`config.mk`:
```
export PLATFORM = sky130hd
export DESIGN_NAME = i2s_rx_deserializer
export DESIGN_NICKNAME = d
export VERILOG_FILES = /design/src/rtl/i2s_rx_deserializer.sv
export SDC_FILE = /design/constraint.sdc
export NUM_CORES = 1
export LEC_CHECK = 0
export ABC_AREA = 1
export CORE_MARGIN = 4
export CORE_UTILIZATION = 56
export DETAILED_ROUTE_END_ITERATION = 10
export GPL_TIMING_DRIVEN = 0
export PLACE_DENSITY_LB_ADDON = 0.12
export SETUP_SLACK_MARGIN = 0.2
export SYNTH_ARGS = -nofsm -noshare
export SYNTH_HDL_FRONTEND = slang
export SYNTH_SLANG_ARGS = --single-unit
export TNS_END_PERCENT = 10
```
`constraint.sdc`:
```
create_clock -name clk -period 1.95 [get_ports clk]
set_clock_uncertainty 0.05 [all_clocks]
set_input_delay 0.4875 -clock clk [delete_from_list [all_inputs] [get_ports clk]]
set_output_delay 0.4875 -clock clk [all_outputs]
set_load 0.02 [all_outputs]
```
`src/rtl/i2s_rx_deserializer.sv`:
```
`default_nettype none
// ============================================================================
// Module   : i2s_rx_deserializer
// Brief    : I2S (Philips) receiver. Rebuilds MSB-first slots into words and
//            presents them with a channel tag on a valid/ready interface.
//            Optional sign-extension check enabled by I2S_RX_SEXT_CHECK_EN.
// Revision : 1.0 - initial release
// ============================================================================
module i2s_rx_deserializer #(
    parameter int WORD_W    = 32,
    parameter int PAYLOAD_W = 22
) (
    input  logic              clk,
    input  logic              rst,
    input  logic              lr_clk,
    input  logic              sd,
    output logic [WORD_W-1:0] o_data,
    output logic              o_channel,
    output logic              o_valid,
    input  logic              i_ready,
    output logic              o_overflow,
    output logic              o_len_err,
    output logic              o_sext_err
);

    localparam int                 c_CNT_W    = $clog2(WORD_W + 2);
    localparam logic [c_CNT_W-1:0] c_CNT_LAST = c_CNT_W'(WORD_W - 1);
    localparam logic [c_CNT_W-1:0] c_CNT_SAT  = c_CNT_W'(WORD_W + 1);
    localparam logic [0:0]         c_ST_SYNC  = 1'b0;
    localparam logic [0:0]         c_ST_RECV  = 1'b1;

    logic [0:0]         r_state;
    logic               r_ws;
    logic [WORD_W-1:0]  r_shift;
    logic [c_CNT_W-1:0] r_bit_cnt;
    logic [WORD_W-1:0]  r_data;
    logic               r_channel;
    logic               r_valid;
    logic               r_overflow;
    logic               r_len_err;

    logic               w_boundary;
    logic               w_complete;
    logic               w_len_bad;
    logic [WORD_W-1:0]  w_word;

    assign w_boundary = (lr_clk != r_ws);
    assign w_complete = (r_state == c_ST_RECV) && w_boundary;
    // The boundary-edge bit belongs to the old slot, so a correct slot has
    // seen exactly WORD_W-1 bits before it.
    assign w_len_bad  = (r_bit_cnt != c_CNT_LAST);

    // Shift register with the current sd bit placed at its MSB-first slot;
    // bits beyond WORD_W match no position and are dropped.
    always_comb begin
        w_word = r_shift;
        for (int i = 0; i < WORD_W; i++) begin
            if (r_bit_cnt == c_CNT_W'(WORD_W - 1 - i)) begin
                w_word[i] = sd;
            end
        end
    end

    always_ff @(posedge clk) begin
        if (rst) begin
            r_state    <= c_ST_SYNC;
            r_ws       <= 1'b0;
            r_shift    <= '0;
            r_bit_cnt  <= '0;
            r_data     <= '0;
            r_channel  <= 1'b0;
            r_valid    <= 1'b0;
            r_overflow <= 1'b0;
            r_len_err  <= 1'b0;
        end else begin
            r_ws <= lr_clk;

            if (w_boundary) begin
                r_state   <= c_ST_RECV;
                r_shift   <= '0;
                r_bit_cnt <= '0;
            end else if (r_state == c_ST_RECV) begin
                r_shift <= w_word;
                if (r_bit_cnt != c_CNT_SAT) begin
                    r_bit_cnt <= r_bit_cnt + c_CNT_W'(1);
                end
            end

            if (w_complete) begin
                if (!r_valid || i_ready) begin
                    r_data    <= w_word;
                    r_channel <= r_ws;
                    r_valid   <= 1'b1;
                end else begin
                    r_overflow <= 1'b1;
                end
                if (w_len_bad) begin
                    r_len_err <= 1'b1;
                end
            end else if (r_valid && i_ready) begin
                r_valid <= 1'b0;
            end
        end
    end

    assign o_data     = r_data;
    assign o_channel  = r_channel;
    assign o_valid    = r_valid;
    assign o_overflow = r_overflow;
    assign o_len_err  = r_len_err;

`ifdef I2S_RX_SEXT_CHECK_EN
    logic [WORD_W-PAYLOAD_W:0] w_ext;
    logic                      w_sext_bad;
    logic                      r_sext_err;

    // Every bit from the payload MSB upward must be a copy of the sign.
    assign w_ext      = w_word[WORD_W-1:PAYLOAD_W-1];
    assign w_sext_bad = !((&w_ext) || !(|w_ext));

    always_ff @(posedge clk) begin
        if (rst) begin
            r_sext_err <= 1'b0;
        end else if (w_complete && w_sext_bad) begin
            r_sext_err <= 1'b1;
        end
    end

    assign o_sext_err = r_sext_err;
`else
    assign o_sext_err = 1'b0;
`endif

endmodule
`default_nettype wire

```
==> impl_metrics.ini <==
[status]
status = finished, final reports clean

[worst_setup_path]
endpoint_kind = output port
critPathTopFamily = buffers and inverters
start_kind = register
cp_num_buf_inv = 1
r2r_slack_ps = 210
critPathRequiredTime_ps = 1410
critical-path-max-stage-delay_ps = 610
crit_fanout = 2
worstSetupPathType = reg -> out
cp_cell_sequence = clkdlybuf4s50_1
slowest_stage = clkdlybuf4s50_1
crit_arrival_ps = 1300

[pwr]
p_per_area_nw_per_um2 = 747
seq_power_share_pct = 48.4
p_total_mw = 3.48
intPower_mw = 2.49
ir_drop_mv = 0.415
p_sw_share_pct = 28.5
clock_power_share_pct = 34.4
p_sw_mw = 0.993
p_comb_share_pct = 17.2
leakagePower_nw = 2.39

[yosys]
yosysUniqueCellTypes = 20
yosysSeqAreaShare_pct = 39.0
syn_inst = 639
synth_seq_cells = 76
syn_nets = 649
syn_area_um2 = 3900
syn_area_per_cell_um2 = 6.10
yosysWarningCount = 0

[cts]
ctsHoldBuffers = 0
htree_levels = 3
clk_path_buf_depth = 2
clock_latency_ps = 350
cts_root_buf = clkbuf_8
clkTransAtPathRegs_ps = 80
cts_setup_buffers = 0
cts_buffers = 9
cts.sinks = 76
cts_tree = done

[grt]
grt_max_degree = 13
grt_pass1_vias = 3521
antenna_found_initial = 0
grt_pass1_wl_um = 16500
grt-ovfl-total = 0
grt.total_usage_pct = 24.4

[drt]
remaining_drc_errors = 0
routed_wirelength_um = 9920
dr.first_iter.drc_count = 325
ant_nets = 0
first_pass_iters = 7
via_per_inst = 4.96
vias = 3922
avgRoutedWirePerCell_um = 12.6

[place]
dpl.hpwl_um = 7330
dp_cells = 775
gp_congestion = 0.929
port_buffers = 40
preCtsSetupSlack_ps = -253
placed_area_um2 = 4420

[floorplan]
core_area_um2 = 6790
num_rows = 30
num_io_pins = 42
start_util_pct = 57.4
dieArea_um2 = 8360
die_w_um = 91.5
die_h_um = 91.5

[cells_and_area]
synthToLayoutAreaGrowth_pct = 19.5
fin_area_um2 = 4660
n_antenna_cell = 0
post-route-util_pct = 68.6
drive_gt1_share_pct = 7.78
nets = 700
instances_no_fill = 790

[timing]
finalCriticalPeriod_ps = 1840
max_freq_mhz = 543
hold_viol = 0
final.setup.worst_slack_ps = 108
finalCritPeriodShare_pct = 94.5
holdWs_ps = 427
setup_viol_count_final = 0
relSlewSlack_pct = 61.3
rsz0062_at_grt = true
slew_violations = 0
worstMarginPinSlew_ps = 581
fin_tns_setup_ps = 0

[run]
drv_cap = 0

[worst_hold_path]
hp-class = reg -> reg
final cells by class:
cell class	instances	area [um2]
buffer	35	191
clock buffer	11	141
clock inverter	4	50.0
fill	635	2130
inverter	84	315
multi-input combinational	444	1920
sequential	76	1520
tap	96	120
timing repair buffer	40	398
power groups by stage:
stage	Combinational [mW]	Sequential (mW)	Clock [mW]
floorplan	0.330	1.77	0
global placement	0.575	1.72	0
finish	0.600	1.68	1.20
detailed placement	0.586	1.72	0
global route	0.672	1.70	1.27
CTS	0.585	1.68	1.20
worst register-to-register path: cells and delay by family (launching register included):
family          cells  cell delay [ps]
fa+ha+maj           1              140
compound gates      1              190
simple gates        4              420
flops               1              360
buf+inv             4              460
sequential cells by signal, indices dropped and copies added, names as in the netlist:
register / flops
r_ws: 1
o_len_err: 1
o_valid: 1
r_shift: 32
o_data: 32
o_channel: 1
r_bit_cnt: 6
r_state: 1
o_overflow: 1
timing repair:
item | 4_1_cts | 5_1_grt
gates cloned | 0 | 0
endpoints found under the setup margin | 62 | 102
resized for setup | 5 | 33
path summary, 6_finish.rpt:
| path | start | to | cells past startpoint |
|---|---|---|---|
| max | o_data[12]$_SDFFE_PP0P_ | o_data[12] | 1 |
| min | o_overflow$_SDFFE_PP0P_ | o_overflow$_SDFFE_PP0P_ | 2 |
| max reg2reg | r_bit_cnt[0]$_SDFFE_PP0P_ | r_shift[19]$_SDFFE_PP0P_ | 10 |
| min reg2reg | o_overflow$_SDFFE_PP0P_ | o_overflow$_SDFFE_PP0P_ | 2 |
cells by family after synthesis:
kind of cell | after synthesis | share of synthesized area, %
simple gates | 402 | 42.3
fa+ha+maj | 5 | 1.60
xor+xnor | 1 | 0.225
flops | 76 | 39.0
other cells | 1 | 0.0962
compound gates | 35 | 4.49
buf+inv | 119 | 12.3
layer usage:
layer	part of all wire [%]	GRT usage (%)	up-vias
met5	0	0	-
met4	1.4	9.05	0
met3	7.1	3.98	15
met2	45	39.6	148
met1	47	32.4	1711
li1	-	-	2048
synth_stat cells:
cell type,instances,area share (%)
inv_2,2,0.19
o21ai_1,4,0.51
nand4_1,19,3.0
o21ai_0,21,2.7
buf_1,4,0.38
buf_2,17,2.2
conb_1,1,0.096
ha_1,5,1.6
nand3_1,59,7.6
inv_1,82,7.9
nand2_1,170,16
buf_4,3,0.58
nor2_1,150,14
nor2_2,2,0.32
a21oi_1,10,1.3
dfxtp_1,76,39
clkbuf_1,11,1.1
xor2_1,1,0.22
nand3_2,1,0.26
nor2_4,1,0.29
layout by cell type, fill, tap and decap left out, types with 3 or more instances in the layout:
cell type	Yosys	final
nand2_1	170	169
nor2_1	150	146
inv_1	82	82
dfxtp_1	76	74
nand3_1	59	58
clkdlybuf4s50_1	0	35
nand4_1	19	19
o21ai_0	21	18
buf_2	17	13
a21oi_1	10	10
clkbuf_8	0	10
o21ai_1	4	7
clkbuf_1	11	7
clkbuf_2	0	5
nor2_2	2	5
ha_1	5	5
buf_4	3	4
dlygate4sd2_1	0	4
buf_1	4	3
No activity file was read; power rests on OpenSTA's default activity.
